--- src/rtl/npu_sequencer.sv ---
// npu_sequencer: loads config and input words from a block ROM into the NPU
// FIFOs, then drains the result FIFO while keeping a running checksum.
// Every FIFO wait is bounded by TIMEOUT. A timeout sets the sticky error flag
// and still finishes through FIN, so done always pulses.
module npu_sequencer #(
    parameter int ADDR_W    = 11,
    parameter int CFG_WORDS = 312,
    parameter int IN_WORDS  = 4,
    parameter int OUT_WORDS = 4,
    parameter int TIMEOUT   = 4096
) (
    input  logic              CLK,
    input  logic              RST,
    input  logic              start,
    output logic [ADDR_W-1:0] rom_addr,
    input  logic [31:0]       rom_data,
    output logic [25:0]       cfg_data,
    output logic              cfg_wr_en,
    input  logic              cfg_full,
    output logic [31:0]       in_data,
    output logic              in_wr_en,
    input  logic              in_full,
    output logic              out_rd_en,
    input  logic [31:0]       out_data,
    input  logic              out_empty,
    output logic [31:0]       result_data,
    output logic              result_valid,
    output logic [31:0]       checksum,
    output logic              busy,
    output logic              done,
    output logic              error
);
    localparam int MAXW   = (CFG_WORDS > IN_WORDS)
                          ? ((CFG_WORDS > OUT_WORDS) ? CFG_WORDS : OUT_WORDS)
                          : ((IN_WORDS  > OUT_WORDS) ? IN_WORDS  : OUT_WORDS);
    localparam int CNT_W  = $clog2(MAXW + 1);
    localparam int WAIT_W = $clog2(TIMEOUT + 1);
    localparam logic [CNT_W-1:0]  CFG_LAST  = CNT_W'(CFG_WORDS - 1);
    localparam logic [CNT_W-1:0]  IN_LAST   = CNT_W'(IN_WORDS - 1);
    localparam logic [CNT_W-1:0]  OUT_LAST  = CNT_W'(OUT_WORDS - 1);
    localparam logic [WAIT_W-1:0] WAIT_LAST = WAIT_W'(TIMEOUT - 1);

    typedef enum logic [3:0] {
        S_IDLE, S_CFG_FETCH, S_CFG_WRITE, S_IN_FETCH, S_IN_WRITE,
        S_DRAIN, S_RD, S_CAP, S_FIN
    } state_t;

    state_t              state_q, state_d;
    logic [ADDR_W-1:0]   rom_addr_q, rom_addr_d;
    logic [CNT_W-1:0]    cnt_q, cnt_d;
    logic [WAIT_W-1:0]   wait_q, wait_d;
    logic [25:0]         cfg_data_q, cfg_data_d;
    logic                cfg_wr_en_q, cfg_wr_en_d;
    logic [31:0]         in_data_q, in_data_d;
    logic                in_wr_en_q, in_wr_en_d;
    logic                out_rd_en_q, out_rd_en_d;
    logic [31:0]         result_data_q, result_data_d;
    logic                result_valid_q, result_valid_d;
    logic [31:0]         checksum_q, checksum_d;
    logic                busy_q, busy_d;
    logic                done_q, done_d;
    logic                error_q, error_d;
    logic                timed_out;

    // The current wait cycle is the last one allowed before giving up.
    assign timed_out = (wait_q == WAIT_LAST);

    // Next-state and registered-output logic. Pulses default low, and the wait
    // counter restarts from zero unless the FSM stays in a stalled state.
    always_comb begin
        state_d        = state_q;
        rom_addr_d     = rom_addr_q;
        cnt_d          = cnt_q;
        wait_d         = '0;
        cfg_data_d     = cfg_data_q;
        cfg_wr_en_d    = 1'b0;
        in_data_d      = in_data_q;
        in_wr_en_d     = 1'b0;
        result_data_d  = result_data_q;
        result_valid_d = 1'b0;
        checksum_d     = checksum_q;
        done_d         = 1'b0;
        error_d        = error_q;
        unique case (state_q)
            S_IDLE: begin
                if (start) begin
                    state_d    = S_CFG_FETCH;
                    rom_addr_d = '0;
                    cnt_d      = '0;
                    checksum_d = '0;
                    error_d    = 1'b0;
                end
            end
            S_CFG_FETCH: state_d = S_CFG_WRITE;
            S_CFG_WRITE: begin
                if (!cfg_full) begin
                    cfg_data_d  = rom_data[25:0];
                    cfg_wr_en_d = 1'b1;
                    rom_addr_d  = rom_addr_q + ADDR_W'(1);
                    if (cnt_q == CFG_LAST) begin
                        cnt_d   = '0;
                        state_d = S_IN_FETCH;
                    end else begin
                        cnt_d   = cnt_q + CNT_W'(1);
                        state_d = S_CFG_FETCH;
                    end
                end else if (timed_out) begin
                    error_d = 1'b1;
                    state_d = S_FIN;
                end else begin
                    wait_d = wait_q + WAIT_W'(1);
                end
            end
            S_IN_FETCH: state_d = S_IN_WRITE;
            S_IN_WRITE: begin
                if (!in_full) begin
                    in_data_d  = rom_data;
                    in_wr_en_d = 1'b1;
                    rom_addr_d = rom_addr_q + ADDR_W'(1);
                    if (cnt_q == IN_LAST) begin
                        cnt_d   = '0;
                        state_d = S_DRAIN;
                    end else begin
                        cnt_d   = cnt_q + CNT_W'(1);
                        state_d = S_IN_FETCH;
                    end
                end else if (timed_out) begin
                    error_d = 1'b1;
                    state_d = S_FIN;
                end else begin
                    wait_d = wait_q + WAIT_W'(1);
                end
            end
            S_DRAIN: begin
                if (!out_empty) begin
                    state_d = S_RD;
                end else if (timed_out) begin
                    error_d = 1'b1;
                    state_d = S_FIN;
                end else begin
                    wait_d = wait_q + WAIT_W'(1);
                end
            end
            S_RD: state_d = S_CAP;
            S_CAP: begin
                result_data_d  = out_data;
                result_valid_d = 1'b1;
                checksum_d     = checksum_q + out_data;
                if (cnt_q == OUT_LAST) begin
                    cnt_d   = '0;
                    state_d = S_FIN;
                end else begin
                    cnt_d   = cnt_q + CNT_W'(1);
                    state_d = S_DRAIN;
                end
            end
            S_FIN: begin
                done_d  = 1'b1;
                state_d = S_IDLE;
            end
            default: state_d = S_IDLE;
        endcase
    end

    // These flags are registered copies of the next state, so they line up with
    // the state they describe.
    always_comb begin
        out_rd_en_d = (state_d == S_RD);
        busy_d      = (state_d != S_IDLE);
    end

    // State and output registers. Reset is synchronous and drops any pulse
    // that is in flight.
    always_ff @(posedge CLK) begin
        if (RST) begin
            state_q        <= S_IDLE;
            rom_addr_q     <= '0;
            cnt_q          <= '0;
            wait_q         <= '0;
            cfg_data_q     <= '0;
            cfg_wr_en_q    <= 1'b0;
            in_data_q      <= '0;
            in_wr_en_q     <= 1'b0;
            out_rd_en_q    <= 1'b0;
            result_data_q  <= '0;
            result_valid_q <= 1'b0;
            checksum_q     <= '0;
            busy_q         <= 1'b0;
            done_q         <= 1'b0;
            error_q        <= 1'b0;
        end else begin
            state_q        <= state_d;
            rom_addr_q     <= rom_addr_d;
            cnt_q          <= cnt_d;
            wait_q         <= wait_d;
            cfg_data_q     <= cfg_data_d;
            cfg_wr_en_q    <= cfg_wr_en_d;
            in_data_q      <= in_data_d;
            in_wr_en_q     <= in_wr_en_d;
            out_rd_en_q    <= out_rd_en_d;
            result_data_q  <= result_data_d;
            result_valid_q <= result_valid_d;
            checksum_q     <= checksum_d;
            busy_q         <= busy_d;
            done_q         <= done_d;
            error_q        <= error_d;
        end
    end

    assign rom_addr     = rom_addr_q;
    assign cfg_data     = cfg_data_q;
    assign cfg_wr_en    = cfg_wr_en_q;
    assign in_data      = in_data_q;
    assign in_wr_en     = in_wr_en_q;
    assign out_rd_en    = out_rd_en_q;
    assign result_data  = result_data_q;
    assign result_valid = result_valid_q;
    assign checksum     = checksum_q;
    assign busy         = busy_q;
    assign done         = done_q;
    assign error        = error_q;
endmodule

--- config.mk ---
export PLATFORM = sky130hd
export DESIGN_NAME = npu_sequencer
export DESIGN_NICKNAME = d
export VERILOG_FILES = /design/src/rtl/npu_sequencer.sv
export SDC_FILE = /design/constraint.sdc
export NUM_CORES = 1
export LEC_CHECK = 0
export ABC_AREA = 1
export CORE_ASPECT_RATIO = 0.8
export CORE_MARGIN = 8
export CORE_UTILIZATION = 50
export CTS_CLUSTER_DIAMETER = 80
export CTS_CLUSTER_SIZE = 24
export DETAILED_ROUTE_END_ITERATION = 6
export HOLD_SLACK_MARGIN = 0.06
export PLACE_DENSITY = 0.81
export SLEW_MARGIN = 40
export SYNTH_ARGS = -nofsm -noshare
export SYNTH_HDL_FRONTEND = slang
export SYNTH_SLANG_ARGS = --single-unit
--- constraint.sdc ---
create_clock -name CLK -period 2.5 [get_ports CLK]
set_input_delay 0.5 -clock CLK [delete_from_list [all_inputs] [get_ports CLK]]
set_output_delay 0.5 -clock CLK [all_outputs]
set_load 0.1 [all_outputs]
* After elaboration in Yosys (flattened, before gate mapping)
Cells that the tools add are included.
Word-level totals: bits of input ports 70, register bits after elaboration 166, output and inout bits 140
Operators by class: reduce and logical (&&, ||, !) cells 14, bitwise logic cells 4, $add $sub $neg 4, multiplexer cells 36, equal/unequal tests 18
Operator list (count):
- 32-bit one-hot mux with 2 select lines | 1
- 13-bit 2-to-1 mux | 4
- 9-bit 2-to-1 mux | 5
- 13-bit one-hot mux with 3 select lines | 1
- 9-bit one-hot mux with 4 select lines | 1
- 11-bit 2-to-1 mux | 3
- 11-bit one-hot mux with 3 select lines | 1
- 32-bit adder | 1
- 32-bit 2-to-1 mux | 1
- 4-bit one-hot mux with 8 select lines | 1
- 4-bit 2-to-1 mux | 6
- 4-bit by 3-bit equality test with 1-bit output, second input constant | 5
- 13-bit by 1-bit adder with 13-bit output, second input constant | 1
- 13-bit by 12-bit equality test with 1-bit output, second input constant | 1
- 2-bit != test, second input constant | 6
- 4-bit nonzero test | 3
- 11-bit by 1-bit adder with 11-bit output, second input constant | 1
- 9-bit by 1-bit adder with 9-bit output, second input constant | 1
- 9-bit by 2-bit equality test with 1-bit output, second input constant | 1
- 9-bit equality test, second input constant | 1
- 1-bit 2-to-1 mux | 9
- 4-bit by 2-bit equality test with 1-bit output, second input constant | 2
- 4-bit AND reduction | 2
- 2-bit AND reduction | 3
- other kinds (11) | 15

* Longest topological paths before layout
depth after elaboration 5, mapped depth 13

* Least setup slack after synthesis
No wires, ideal clock.
path type register to register, start register checksum_q[0] (netlist: checksum[0]), end register checksum_q[28] (netlist: checksum[28]), period minus slack after synthesis 2.508 ns, setup time 0.132 ns, data required time 2.368 ns, cell stages (with the launch flop) 14, setup slack -0.008 ns, arrival time 2.375 ns, path through dfxtp_1 > ha_1 > inv_1 > fa_1 > inv_1 > nand3_1 > nand3_1 > nand3_1 > nand3_1 > nand2_1 > nand2_1 > nand2_1 > nand3_1 > a21oi_1
Between the ends: longest elaborated chain between the ends 2
RTL lines:
- start: declaration | line 59 | logic [31:0] checksum_q, checksum_d;
- start signal: assignment | line 203 | checksum_q <= checksum_d;
- 32-bit adder | line 148 | checksum_d = checksum_q + out_data;
- 32-bit one-hot mux with 2 select lines | line 84 | unique case (state_q)
Every way passes these cells. A chain may end at the register's enable or synchronous reset.

* Worst setup path after layout
start input out_data[0], end register checksum_q[22] (netlist: checksum[22])
Between the ends: longest elaborated chain between the ends 2
RTL lines:
- start: declaration | line 24 | input logic [31:0] out_data,
- 32-bit adder | line 148
- 32-bit one-hot mux with 2 select lines | line 84
Every way passes these cells.

==> metrics.md <==
| Metric | Value |
|---|---|
| Post-synth ARST share | `0%` |
| WP data required | `2.86 ns` |
| Clock Tree Buf Depth | `2` |
| Maximum clock rate | `0.4423 GHz` |
| Clock Sink Count | `166` |
| First-pass GRT wire length | `42590 µm` |
| Worst EP arrival | `2.62 ns` |
| Synth Register Bits | `166` |
| Cells on worst reg2reg path | `12` |
| Hold_buf cts | `0` |
| Drt first pass iters | `5` |
| Num CTS Buffers | `17` |
| Clock root cell | `clkbuf_16` |
| WHS Path Cells | `1` |
| Pleak | `5.557 nW` |
| Kind of critical path | `in2reg` |
| PwrDens | `543.9 nW/µm²` |
| Chip Width | `163.0 µm` |
| Max-slew violations | `0` |
| Largest net degree at the start of global routing | `99` |
| Share of layout cells above drive strength 1 | `16.79%` |
| Area Growth Syn to Fin | `33.54%` |
| Cts repair resizes | `0` |
| CP Launch Type | `input pin` |
| Cell area after synthesis | `~8600 µm²` |
| Hold EP | `wait_q[0]` |
| Post-Syn Area per Cell | `6.586 µm²` |
| Grt total ovfl | `0` |
| Worst reg2reg startpoint | `checksum[0]` |
| Warnings from Yosys | `0` |
| Most frequent cells in the layout | `nand2_1, buf_4, dfxtp_1, inv_1, nor2_1` |
| IO Count | `210` |
| Post-route clock period utilization | `90.43%` |
| Max-cap violations | `0` |
| Synthesized instance count | `~1300` |
| Global placer's final weighted congestion | `a little over 0.9` |
| Hold Path Origin | `wait_q[0]` |
| Largest cells by area after synthesis | `dfxtp_1, nand2_1, a21oi_1, inv_1, nor2_1` |
| Setup-failing EPs final | `0` |
| Total power | `0.006280 W` |
| Avg Vias per Cell | `roughly 5` |
| Worst-Margin Slew | `0.5919 ns` |
| Core box area | `between 15000 and 20000 µm²` |
| Leading area contributor after synthesis | `dfxtp_1` |
| WL final | `26260 µm` |
| Beginning of the critical path | `out_data[0]` |
| Via count | `8997` |
| VDD IR max | `0.0004417 V` |
| Setup TNS Final | `0 ns` |
| Initial antenna violation count | `0` |
| Final ANT Viol Nets | `0` |
| Post-synthesis net count | `1418` |
| Die extent in y | `about 130 µm` |
| Clock Latency Late Sink | `0.43 ns` |
| Tightest slew margin relative to the limit | `60.54%` |
| Final min period | `2.261 ns` |
| Commonest non-fill, non-tap cell in the layout | `nand2_1` |
| Die area | `21780 µm²` |
| Run status | `completed` |
| Cell variety after synth | `48` |
| H-tree levels | `4` |
| RR Endpoint | `checksum[22]` |
| Starting Density | `50.38%` |
| # diodes | `0` |
| WL/cell | `14.66 µm` |
| NumNets Final | `1658` |
| Final Hold Vio Count | `0` |
| Ys flop type | `dfxtp_1` |
| R2R Setup Slk | `0.49 ns` |
| Class of the worst hold path | `reg2reg` |
| Iter 0 DRT Violations | `around 780` |
| I/O Buffers | `209` |
| RSZ-0062 raised after global routing | `false` |
| Fin Hold WS | `~0.46 ns` |
| Reg clk slew, reported paths | `about 0.07 ns` |
| Yosys top cell area share | `38.43%` |
| CP Capture Type | `register` |
| Post-CTS Setup Inserts | `0` |
| Final HPWL DP | `19710 µm` |
| # rows | `43` |
| Fin Clk Skew | `around 0.0096 ns` |
| Post-route DRC violation count | `0` |
| Vias in the first global route | `8437` |
| GRT Overall Usage | `23.85%` |
| Register area share after synthesis | `between 30% and 40%` |
| Worst-path maximum fanout | `4` |
| TritonCTS clock tree | `done` |
| Number of flops mapped to enable cells by yosys | `0` |
## flip-flops by register name (all words and copies together), names as in the netlist
name,flops
cfg_wr_en,1
result_data,32
busy,1
checksum,32
cnt_q,9
in_wr_en,1
result_valid,1
rom_addr,11
wait_q,13
error,1
cfg_data,26
out_rd_en,1
done,1
state_q,4
in_data,32
## logic make-up (layout without fill, tap and decap cells)
group | Yosys count | after routing | synth area share (%)
compound gates | 201 | 201 | 12.39
xor+xnor | 9 | 9 | 0.9116
fa+ha+maj | 35 | 35 | 5.151
buf+inv | 210 | 463 | 9.347
flops | 166 | 166 | 38.43
simple gates | 692 | 692 | 33.77
## critical path, stage by stage
cell	delay (ns)
clkdlybuf4s50_1	0.51
ha_1	0.18
inv_1	0.06
fa_1	0.36
inv_1	0.12
nand2_1	0.06
nand3_1	0.13
nand2_1	0.08
nand2_1	0.19
nand2_1	0.11
nand3_1	0.09
nand3_1	0.08
a21oi_1	0.15
## cell type report
| cell class | instances | area [µm²] |
|---|---|---|
| Fill cell | 1495 | 5615 |
| Multi-Input combinational cell | 937 | 4521 |
| Sequential cell | 166 | 3324 |
| Timing Repair Buffer | 262 | 2162 |
| Inverter | 169 | 634.4 |
| Clock buffer | 18 | 439.2 |
| Tap cell | 225 | 281.5 |
| Clock inverter | 14 | 185.2 |
## synthesized netlist by cell type, types with 2 or more instances
cell and n:
a211oi_1 4, a21o_1 3, a21oi_1 128, a31oi_1 2, buf_2 13, clkbuf_1 27
dfxtp_1 166, ha_1 34, inv_1 162, inv_2 6, nand2_1 399, nand2_2 7
nand2_4 2, nand3_1 86, nand3b_1 4, nand4_1 6, nor2_1 147, nor2_2 5
nor2_4 2, nor3_1 12, nor3b_1 5, nor3b_2 2, nor4_1 3, o211ai_1 2
o21ai_0 47, o21ai_1 3, o21bai_1 3, o22ai_1 2, or2_2 5, xnor2_1 3
xor2_1 6
## report_power, final
part / internal [W] / switching (W)
sequential: 0.00267 / 0.0000229
clock: 0.00163 / 0.00117
combinational: 0.000269 / 0.000516
total: 0.00457 / 0.00171
## through the flow
| step | cells | utilization, % | worst slack, ns | instance area (µm²) |
|---|---|---|---|---|
| CTS | 1791 | 67.28 | 0.2694 | 11550 |
| detailed placement | 1759 | 63.64 | -0.1803 | 10920 |
| floorplan | 1313 | - | 0.1033 | 8648 |
| global placement | 1759 | 63.64 | -0.1207 | 10920 |
| global route | 1791 | 67.28 | 0.04476 | 11550 |
| finish | 1791 | 67.28 | 0.2392 | 11550 |
## per-layer routing
layer  vias to the layer above  share of wire [%]  global-route usage [%]
met1                      4033                 46                   31.90
li1                       4650                  -                       -
met4                         0                1.0                   5.900
met2                       287                 44                   36.70
met3                        27                8.8                   7.308
met5                         -                  0                       0
## worst max path at each step
stage	end	slack, ns	cells past startpoint
2_1_floorplan	checksum[15]	0.10	10
3_3_place_gp	checksum[30]	-0.12	14
3_5_place_dp	checksum[30]	-0.18	14
4_1_cts	checksum[22]	0.27	13
5_1_grt	checksum[28]	0.04	13
6_report	checksum[22]	0.24	13
Note: power is estimated with default switching activity, not from simulation.
